==> src/rtl/fetch_pkg.sv <==
// Shared widths, constants and BTB entry layout for the instruction-fetch stage.
package fetch_pkg;
  localparam int PC_W      = 8;
  localparam int INSTR_W   = 32;
  localparam int BTB_IDX_W = 4;
  localparam int CNT_W     = 16;
  localparam int BTB_TAG_W = PC_W - BTB_IDX_W;

  localparam logic [INSTR_W-1:0] NOP = 32'h0;

  typedef struct packed {
    logic                 valid;
    logic [BTB_TAG_W-1:0] tag;
    logic [PC_W-1:0]      target;
  } btb_entry_t;
endpackage

==> src/rtl/fetch_unit_btb.sv <==
// Direct-mapped branch target buffer: synchronous write, combinational lookup,
// valid bits cleared by reset (tag/target storage is left untouched).
module branch_target_buffer #(
  parameter int PC_W  = 8,
  parameter int IDX_W = 4
) (
  input  logic            clk,
  input  logic            reset,
  input  logic [PC_W-1:0] lookup_pc,
  output logic            hit,
  output logic [PC_W-1:0] target,
  input  logic            update_en,
  input  logic [PC_W-1:0] update_pc,
  input  logic [PC_W-1:0] update_target
);
  localparam int TAG_W = PC_W - IDX_W;
  localparam int DEPTH = 1 << IDX_W;

  typedef struct packed {
    logic [TAG_W-1:0] tag;
    logic [PC_W-1:0]  target;
  } row_t;

  row_t             rows_reg [DEPTH];
  logic [DEPTH-1:0] valid_reg;

  logic [IDX_W-1:0] lookup_idx;
  logic [IDX_W-1:0] update_idx;
  logic [TAG_W-1:0] lookup_tag;
  logic [TAG_W-1:0] update_tag;
  row_t             lookup_row;

  assign lookup_idx = lookup_pc[IDX_W-1:0];
  assign lookup_tag = lookup_pc[PC_W-1:IDX_W];
  assign update_idx = update_pc[IDX_W-1:0];
  assign update_tag = update_pc[PC_W-1:IDX_W];

  always_ff @(posedge clk) begin
    if (reset)
      valid_reg <= '0;
    else if (update_en)
      valid_reg[update_idx] <= 1'b1;
  end

  // Storage has no reset so it can map onto distributed/block RAM.
  always_ff @(posedge clk) begin
    if (!reset && update_en)
      rows_reg[update_idx] <= '{tag: update_tag, target: update_target};
  end

  // Reads see pre-edge contents, so a same-cycle write is visible only next cycle.
  assign lookup_row = rows_reg[lookup_idx];
  assign hit        = valid_reg[lookup_idx] && (lookup_row.tag == lookup_tag);
  assign target     = lookup_row.target;
endmodule

==> src/rtl/fetch_unit.sv <==
// Instruction-fetch stage: PC register, next-PC selection with BTB-qualified
// prediction, IF/ID pipeline register and a saturating redirect counter.
module fetch_unit
  import fetch_pkg::*;
#(
  parameter int PC_W      = fetch_pkg::PC_W,
  parameter int INSTR_W   = fetch_pkg::INSTR_W,
  parameter int BTB_IDX_W = fetch_pkg::BTB_IDX_W,
  parameter int CNT_W     = fetch_pkg::CNT_W
) (
  input  logic               clk,
  input  logic               reset,
  input  logic               stall,
  input  logic               mispredict,
  input  logic [PC_W-1:0]    CorrectedPC,
  input  logic               prediction,
  input  logic [INSTR_W-1:0] instr,
  input  logic               btbUpdate,
  input  logic [PC_W-1:0]    btbUpdatePC,
  input  logic [PC_W-1:0]    btbUpdateTarget,
  output logic [PC_W-1:0]    pc,
  output logic [PC_W-1:0]    pcD,
  output logic [INSTR_W-1:0] instrD,
  output logic               predictionD,
  output logic               validD,
  output logic [CNT_W-1:0]   mispredictCount
);
  logic            btb_hit;
  logic [PC_W-1:0] btb_target;
  logic            pred_taken;
  logic [PC_W-1:0] pc_next;

  branch_target_buffer #(
    .PC_W  (PC_W),
    .IDX_W (BTB_IDX_W)
  ) u_btb (
    .clk           (clk),
    .reset         (reset),
    .lookup_pc     (pc),
    .hit           (btb_hit),
    .target        (btb_target),
    .update_en     (btbUpdate),
    .update_pc     (btbUpdatePC),
    .update_target (btbUpdateTarget)
  );

  // A taken prediction without a BTB target is useless, so a miss falls through.
  assign pred_taken = prediction & btb_hit;

  always_comb begin
    pc_next = pc + PC_W'(1);
    if (mispredict)
      pc_next = CorrectedPC;
    else if (stall)
      pc_next = pc;
    else if (pred_taken)
      pc_next = btb_target;
  end

  always_ff @(posedge clk) begin
    if (reset)
      pc <= '0;
    else
      pc <= pc_next;
  end

  always_ff @(posedge clk) begin
    if (reset || mispredict) begin
      pcD         <= '0;
      instrD      <= INSTR_W'(NOP);
      predictionD <= 1'b0;
      validD      <= 1'b0;
    end else if (!stall) begin
      pcD         <= pc;
      instrD      <= instr;
      predictionD <= pred_taken;
      validD      <= 1'b1;
    end
  end

  always_ff @(posedge clk) begin
    if (reset)
      mispredictCount <= '0;
    else if (mispredict && (mispredictCount != '1))
      mispredictCount <= mispredictCount + CNT_W'(1);
  end
endmodule

==> config.mk <==
export PLATFORM = sky130hd
export DESIGN_NAME = fetch_unit
export DESIGN_NICKNAME = d
export VERILOG_FILES = /design/src/rtl/fetch_pkg.sv /design/src/rtl/fetch_unit_btb.sv /design/src/rtl/fetch_unit.sv
export SDC_FILE = /design/constraint.sdc
export NUM_CORES = 1
export LEC_CHECK = 0
export ABC_AREA = 1
export CORE_MARGIN = 2
export CORE_UTILIZATION = 60
export CTS_CLUSTER_DIAMETER = 120
export CTS_CLUSTER_SIZE = 12
export DETAILED_ROUTE_END_ITERATION = 10
export GPL_TIMING_DRIVEN = 0
export HOLD_SLACK_MARGIN = 0.05
export MAX_ROUTING_LAYER = met4
export PLACE_DENSITY = 0.84
export SYNTH_ARGS = -nofsm -noshare
export SYNTH_HDL_FRONTEND = slang
export SYNTH_SLANG_ARGS = --single-unit
==> constraint.sdc <==
create_clock -name clk -period 3.4 [get_ports clk]
set_input_delay 0.34 -clock clk [delete_from_list [all_inputs] [get_ports clk]]
set_output_delay 0.34 -clock clk [all_outputs]
set_load 0.01 [all_outputs]
# Word level (Yosys, flattened, before mapping)
# Memory sizes are Yosys's and may differ from the RTL's. A register that Yosys moved wholly into a read port is not among the register bits.
# Index checks and enable logic that the tools add are counted.
# Widths: inputs -> output; s select.
classes:
  reduce_logical: 6
  muxes: 11
  add_sub_neg: 2
  order_cmp: 3
  eq_ne: 3
  bitwise_logic: 2
op_table:
  columns: ["operator", "count"]
  rows:
  - ["$mux 8", 3]
  - ["$add 16x1->16 const B", 1]
  - ["$ne 16x16->1 const B", 1]
  - ["$or 16x16->16", 1]
  - ["$lt 4x5->1 const B", 2]
  - ["$add 8x1->8 const B", 1]
  - ["$mux 4", 2]
  - ["$bmux 1 s4", 1]
  - ["$demux 1 s4", 1]
  - ["$eq 4x4->1", 1]
  - ["$ge 4x1->1 const B", 1]
  - ["$logic_and 1x1->1", 4]
  - ["$mux 1", 4]
  - ["$ne 2x1->1 const B", 1]
  - ["$and 1x1->1", 1]
  - ["$logic_not 1->1", 1]
  - ["$logic_or 1x1->1", 1]
word_totals:
  ff_bits: 82
  ramBits: 192
  in_bits: 62
  memories: 1
memory_table:
  columns: ["memory", "depth", "width", "rd", "rd_ports_with_merged_regs", "write_ports", "line", "source"]
  rows:
  - ["u_btb.rows_reg", 16, 12, 1, 1, 1, "fetch_unit_btb.sv:24", "row_t rows_reg [DEPTH];"]

# Longest topological paths before layout
# Gate-level depths: netlist of run 1.
depth:
  ltp_word: 9
  ltp_mapped: 17
  ltp_nobuf: 15

# Modules after synthesis
# Synthesis of run 1 repeated with hierarchy kept, for this count alone.
unflattened:
  hier_cells: 1129
  area_unflattened_um2: 11433.5
modules_own_cells:
  columns: ["module", "seq_area_each_um2", "instances", "area_per_inst_um2", "cells_each"]
  rows:
  - ["branch_target_buffer", 6085.8, 1, 8483.1, 707]
  - ["fetch_unit", 1321.3, 1, 2950.3, 422]

# Least setup slack after synthesis of run 1
# Ideal clock, no wire load.
synth_path:
  kind: "input-to-reg"
  startpoint: "in reset"
  endpoint: "mem u_btb.rows_reg[0][0] in the netlist's numbering (enable)"
  t_required_ns: 3.020
  arrival_time_ns: 1.505
  cell_stages: 4
  path_slack_ns: 1.515
  cell_sequence: "clkbuf_1 nor2_1 nand3_1 nor2_1"
synth_via:
  elab_chain_cells: 4
synth_rtl:
  columns: ["item", "line", "source"]
  rows:
  - ["start, declared", "fetch_unit.sv:12", "input logic reset,"]
  - ["$logic_not 1->1", "fetch_unit_btb.sv:47", "if (!reset && update_en)"]
  - ["$logic_and 1x1->1", "fetch_unit_btb.sv:47", null]
  - ["$mux 1", "fetch_unit_btb.sv:47", null]
  - ["$mux 1 (not written as such)", "fetch_unit_btb.sv:48", "rows_reg[update_idx] <= '{tag: update_tag, target: update_target};"]
  - ["end, declared", "fetch_unit_btb.sv:24", null]
# Every way passes these cells.

==> qor.yml, run 1 <==
cells_and_area:
  final_cells: 1513
  fillers: 1267
  post-route-util: 0.7379
  largest_register_ffs: 192
  fin_nets: 1324
  drive_above_1_share: 0.06568
  n_antenna_cell: 0
  syn2layout_area_growth_pct: 21.43
logic_synthesis:
  syn-mean-instance-area_sq_um: 10.32
  yosys.area.top_type_share: 0.5089
  synth.distinct_cells: 39
  yosys_warnings: 0
  netlist_area_sq_um: 11330
  synth_cells: 1098
  ys_ff_latch: 278
  synth-seq-area-share: 0.6609
  synth_edf_count: 192
  synth_common_cells: "nand2_1 (227), edfxtp_1 (192), nor2_1 (117), o21ai_0 (103), dfxtp_1 (86)"
  synth_flop_cell: "edfxtp_1"
  yosysTopAreaCell: "edfxtp_1"
  yosysMostFrequentCell: "nand2_1"
  syn_nets: 1162
  synth_area_leaders: "edfxtp_1 (51%), dfxtp_1 (15%), nand2_1 (7.5%)"
  async_flop_share: 0
sta:
  report.final.hold_viol_count: 0
  rsz0062_at_grt: "false"
  min_period_over_period: 0.8193
  finalWorstSetupSlack_ns: 0.6142
  tightestPinTransition_ns: 1.441
  max_freq_mhz: 359.0
  fin_crit_ns: 2.786
  fin_tns_setup_ns: 0
  drv_slew: 0
  max_slew_margin: 0.03611
  setup_viol_count_final: 0
  skew_ns: 0.01787
routing:
  wl_per_cell_um: 20.29
  ant_nets: 0
  met1_length_um: 11300
  maxUsedRoutingLayer: "met4"
  wl_met3_um: 3170
  vias_per_cell: 5.924
  route.met2.wl_um: 15020
  drt_drc_violations_left: 0
  drt_pre_antenna_iters: 6
  wl_um: 30690
  drtIter0Drc: 1049
  vias: 8963
clocking:
  path_clk_slew_ns: 0.07
  postCtsSetupBuffers: 0
  cts_buffers: 27
  worstSkewPairLatency_ns: 0.55
  cts_sinks: 278
  hold_buffers: 0
  clock_path_buffers: 3
  postCtsResizedCells: 0
  cts_tree: "built"
  cts_root_buffer: "clkbuf_16"
  cts_htree_levels: 1
outcome:
  status: "complete, no violations"
global_route:
  grt_max_degree: 17
  grt_pass1_wl_um: 45950
  grt.overflow.total: 0
  grt_pass1_vias: 8559
  grt_use_total: 0.3074
  antenna_found_initial: 0
setup_path:
  worstSetupPathType: "register to register"
  r2r_setup_slack_ns: 0.61
  cp-start-kind: "register"
  worstPathRequired_ns: 3.84
  endpoint_kind: "register"
  arrival_ns: 3.22
  max_stage_delay_ns: 0.61
  critPathSlowestCell: "clkbuf_1"
  cp_cell_sequence: "buf_4 > inv_4 > buf_4 > clkbuf_1 > o21ai_0 > o221ai_1 > nand3_1 > nand2_1 > inv_1 > nand4_1 > nand3_1 > a21oi_1"
  critPathMaxFanout: 10
floorplanning:
  rows: 50
  die_h_um: 141.4
  coreArea_sq_um: 18640
  die_w_um: 141.4
  ioPinCount: 128
  initial_utilization: 0.6077
  die_area_sq_um: 20000
placed_design:
  io_buffers: 126
  pre_cts_slack_ns: 0.08076
  hpwlAfterDp_um: 19780
  place_congestion: 0.9086
  place_inst: 1463
pwr:
  powerDensity_nw_per_um2: 519.0
  peakVddDrop_uv: 419.6
  total_leakage_power_nw: 4.981
run:
  cap_violations: 0
min_path:
  worstHoldPathType: "primary input to register"
cell type report:
cell class              count  area [sq um]  area share
plain buffers              57         295.3     0.02147
clock buffers              46         747.0     0.05430
clock inverters             2         31.28    0.002274
inverters                  86         327.8     0.02383
multi-input cells         677          3238      0.2354
flip-flops and latches    278          7487      0.5443
well taps                 234         292.8     0.02128
repair buffers            133          1336     0.09714
per-stage QoR:
step,total power [mW],cell area [sq um],hold WS [ns]
2_1_floorplan,4.148,11330,0.4286
3_3_place_gp,4.435,12880,0.4396
3_5_place_dp,4.461,12940,0.4475
4_1_cts,7.113,13720,0.1749
5_1_grt,7.336,13760,0.2174
6_report,7.140,13760,0.1788
where the power goes:
| group | switching (mW) | total [mW] | internal (mW) | leakage (nW) |
|---|---|---|---|---|
| clock | 1.23 | 2.73 | 1.50 | 0.371 |
| sequential | 0.0327 | 3.71 | 3.67 | 2.43 |
| combinational | 0.451 | 0.706 | 0.255 | 2.18 |
worst paths after layout:
| kind | start | cells after the start | to |
|---|---|---|---|
| max | register | 12 | register |
| min | stall | 3 | instrD[24] |
| max reg2reg | register | 12 | register |
| min reg2reg | instrD[26] | 2 | instrD[26] |
logic make-up after synthesis:
| kind of cell | Yosys count | synth area share |
|---|---|---|
| adders and majority gates | 2 | 0.002209 |
| DFF | 278 | 0.6609 |
| AOI/OAI and AO/OA | 212 | 0.1049 |
| xor gates and xnor gates | 8 | 0.006185 |
| and+or+nand+nor | 455 | 0.1708 |
| buffers and inverters | 143 | 0.05500 |
placed cells by master, fill, tap and decap left out, drive strengths merged:
master	netlist	final
buf	27	34
clkdlybuf4s50	0	126
o21ai	109	109
o22ai	4	4
edfxtp	192	192
ha	2	2
nor4	1	1
a21oi	61	61
xor2	6	6
o21bai	1	1
and3	1	1
clkbuf	30	76
nand4	12	12
a31oi	1	1
xnor2	2	2
dfxtp	86	86
o211ai	12	12
inv	85	87
nand2	232	232
o21a	1	1
or2	3	3
clkinv	1	1
o221ai	23	23
nor2	121	121
nand3	80	80
nor3	5	5
metal layers:
metal	vias up	GRT usage
met2	597	0.4980
met1	4160	0.3934
met3	101	0.04489
met5	-	-
li1	4105	-
met4	0	0.1289
critical path: cells and delay by family (launching register included):
| family | cells | cell delay [ns] |
|---|---|---|
| simple gates | 4 | 0.50 |
| buf+inv | 5 | 1.16 |
| flops | 1 | 0.30 |
| compound gates | 3 | 0.72 |
Note: power is estimated with default switching activity, not from simulation.
==> run 2, diff against run 1 <==
--- a/config.mk
+++ b/config.mk
@@ -7,14 +7,14 @@
 export LEC_CHECK = 0
 export ABC_AREA = 1
 export CORE_MARGIN = 2
-export CORE_UTILIZATION = 60
+export CORE_UTILIZATION = 56
 export CTS_CLUSTER_DIAMETER = 120
 export CTS_CLUSTER_SIZE = 12
 export DETAILED_ROUTE_END_ITERATION = 10
 export GPL_TIMING_DRIVEN = 0
 export HOLD_SLACK_MARGIN = 0.05
 export MAX_ROUTING_LAYER = met4
-export PLACE_DENSITY = 0.84
+export PLACE_DENSITY = 0.8
 export SYNTH_ARGS = -nofsm -noshare
 export SYNTH_HDL_FRONTEND = slang
 export SYNTH_SLANG_ARGS = --single-unit
==> constraint.sdc (replaced) <==
create_clock -name clk -period 2.75 [get_ports clk]
set_input_delay 0.275 -clock clk [delete_from_list [all_inputs] [get_ports clk]]
set_output_delay 0.275 -clock clk [all_outputs]
set_load 0.01 [all_outputs]
==> run 2 against run 1 <==
Effect of this change:
- register-to-register slack got worse by 0.44 ns
- sequential power increased by 24%
- global-route usage decreased by 2.3 points
- core utilization decreased by 5.4 points
- cell count grew 1.2%
- clock power increased by 18%
- combinational power is 22% higher
- count of clock-buffer cells in the layout down 13
- clock skew down 0.0096 ns
- sequential cell count stayed put
- sequential share of layout area increased by 0.19 points
- largest power group unchanged
==> qor.yml, run 2 (synthesis results as in run 1) <==
global_route:
  grt_pass1_wl_um: 46140  # was 45950 um
  antenna_found_initial: 0  # unchanged
  grt_pass1_vias: 8333  # was 8559
  grt_use_total: 0.2848  # was 0.3074
  grt.overflow.total: 0  # unchanged
  grt_max_degree: 17  # unchanged
floorplanning:
  rows: 52  # was 50
  ioPinCount: 128  # unchanged
  die_area_sq_um: 21380  # was 20000 sq um
  initial_utilization: 0.5653  # was 0.6077
  die_w_um: 146.2  # was 141.4 um
  coreArea_sq_um: 20040  # was 18640 sq um
  die_h_um: 146.2  # was 141.4 um
routing:
  drtIter0Drc: 993  # was 1049
  drt_drc_violations_left: 0  # unchanged
  wl_per_cell_um: 19.54  # was 20.29 um
  drt_pre_antenna_iters: 6  # unchanged
  vias_per_cell: 5.755  # was 5.924
  ant_nets: 0  # unchanged
  vias: 8811  # was 8963
  wl_um: 29920  # was 30690 um
clocking:
  cts_htree_levels: 1  # unchanged
  cts_root_buffer: "clkbuf_16"  # unchanged
  cts_buffers: 27  # unchanged
  postCtsSetupBuffers: 0  # unchanged
  path_clk_slew_ns: 0.06  # was 0.07 ns
  cts_sinks: 278  # unchanged
  worstSkewPairLatency_ns: 0.54  # was 0.55 ns
  cts_tree: "built"  # unchanged
  clock_path_buffers: 3  # unchanged
run:
  cap_violations: 0  # unchanged
sta:
  report.final.hold_viol_count: 0  # unchanged
  fin_crit_ns: 2.588
  drv_slew: 0  # unchanged
  holdWs_ns: 0.1153  # was 0.1788 ns
  setup_viol_count_final: 0  # unchanged
  min_period_over_period: 0.9413
  max_slew_margin: 0.06701  # was 0.03611
  max_freq_mhz: 386.3
  rsz0062_at_grt: "false"  # unchanged
  skew_ns: 0.008293  # was 0.01787 ns
  tightestPinTransition_ns: 1.394  # was 1.441 ns
cells_and_area:
  fillers: 1494  # was 1267
  syn2layout_area_growth_pct: 21.00  # was 21.43%
  final_cell_mix: "nand2_1 (227), edfxtp_1 (192), clkdlybuf4s50_1 (126)"  # unchanged
  layout_commonest_cell: "nand2_1"  # unchanged
  drive_above_1_share: 0.06741  # was 0.06568
  finalInstanceArea_sq_um: 13710  # was 13760 sq um
  largest_register_ffs: 192  # unchanged
  fin_nets: 1319  # was 1324
  n_antenna_cell: 0  # unchanged
setup_path:
  max_stage_delay_ns: 1.15  # was 0.61 ns
  critPathTopFamily: "simple AND/OR/NAND/NOR gates"  # was buffers and inverters
  critical_path_depth: 5  # was 12
  r2r_setup_slack_ns: 0.17  # was 0.61 ns
  worstPathRequired_ns: 2.89  # was 3.84 ns
  critPathSlowestCell: "nor2_1"  # was clkbuf_1
  reg2reg_depth: 12  # unchanged
  arrival_ns: 2.73  # was 3.22 ns
  cp_cell_sequence: "clkdlybuf4s50_1 > clkbuf_1 > nor2_1 > nand3_1 > nor2_1"  # was buf_4 > inv_4 > buf_4 > clkbuf_1 > o21ai_0 > o221ai_1 > nand3_1 > nand2_1 > inv_1 > nand4_1 > nand3_1 > a21oi_1
  cp_num_buf_inv: 2  # was 5
  cp-start-kind: "primary input"  # was register
  worstSetupPathType: "primary input to register"  # was register to register
  crit_top_cell: "nor2_1"
  critPathMaxFanout: 12  # was 10
  endpoint_kind: "register"  # unchanged
outcome:
  status: "complete, no violations"  # unchanged
min_path:
  holdPathStages: 3  # unchanged
  worstHoldPathType: "primary input to register"  # unchanged
pwr:
  peakVddDrop_uv: 707.7  # was 419.6 uV
  powerDensity_nw_per_um2: 632.0  # was 519.0 nW/um^2
  total_leakage_power_nw: 4.937  # was 4.981 nW
placed_design:
  dpl_cell_area_sq_um: 12970  # was 12940 sq um
  hpwlAfterDp_um: 19410  # was 19780 um
  place_congestion: 0.8528  # was 0.9086
  io_buffers: 126  # unchanged
==> run 2: repair_timing <==
item	CTS	global route
setup endpoints to repair	0	6
hold buffers	0	0
gates resized for setup	0	1
==> run 2: worst paths after layout <==
path              startpoint                    end
setup / recovery       reset  u_btb.rows_reg[7][11]
hold reg to reg   instrD[13]             instrD[13]
setup reg to reg    register               register
hold / removal         stall             instrD[24]
==> run 2: layout make-up <==
class,instances,area [sq um],share of cell area
Buffer,56,292.8,0.02136
Clock inverter,2,20.02,0.001461
Clock buffer,33,698.2,0.05094
Tap cell,270,337.8,0.02465
Inverter,86,327.8,0.02392
Sequential cell,278,7487,0.5462
Timing Repair Buffer,129,1295,0.09448
Multi-Input combinational cell,677,3248,0.2370
==> run 2: worst register-to-register path: cells and delay by family, from the launching register on <==
| kind | cells | cell delay, ns |
|---|---|---|
| AOI/OAI and AO/OA | 3 | 0.62 |
| buffers and inverters | 5 | 1.15 |
| DFF | 1 | 0.29 |
| and+or+nand+nor | 4 | 0.42 |
==> run 2: through the flow <==
stage	TNS (ns)	utilization	setup WS, ns	power (mW)	cells
after floorplan	0	-	0.9301	5.129	1098
after global placement	-76.24	0.6451	-0.5126	5.489	1494
after detailed placement	-42.95	0.6473	-0.4902	5.514	1496
after CTS	0	0.6831	0.05197	8.665	1531
after global routing	0	0.6840	0.01101	8.929	1531
final	0	0.6840	0.1616	8.663	1531
==> run 2: report_power, final <==
part / internal (mW) / switching (mW)
Combinational: 0.314 / 0.544
Clock: 1.77 / 1.45
Sequential: 4.54 / 0.0408
==> run 2: metal layers <==
layer  vias up  global-route usage  wire [um]
met5         -                   -          0
met4         0              0.1058       1149
met3       109             0.04656       2660
met2       494              0.4564      14540
met1      4121              0.3707      11570
li1       4087                   -          -
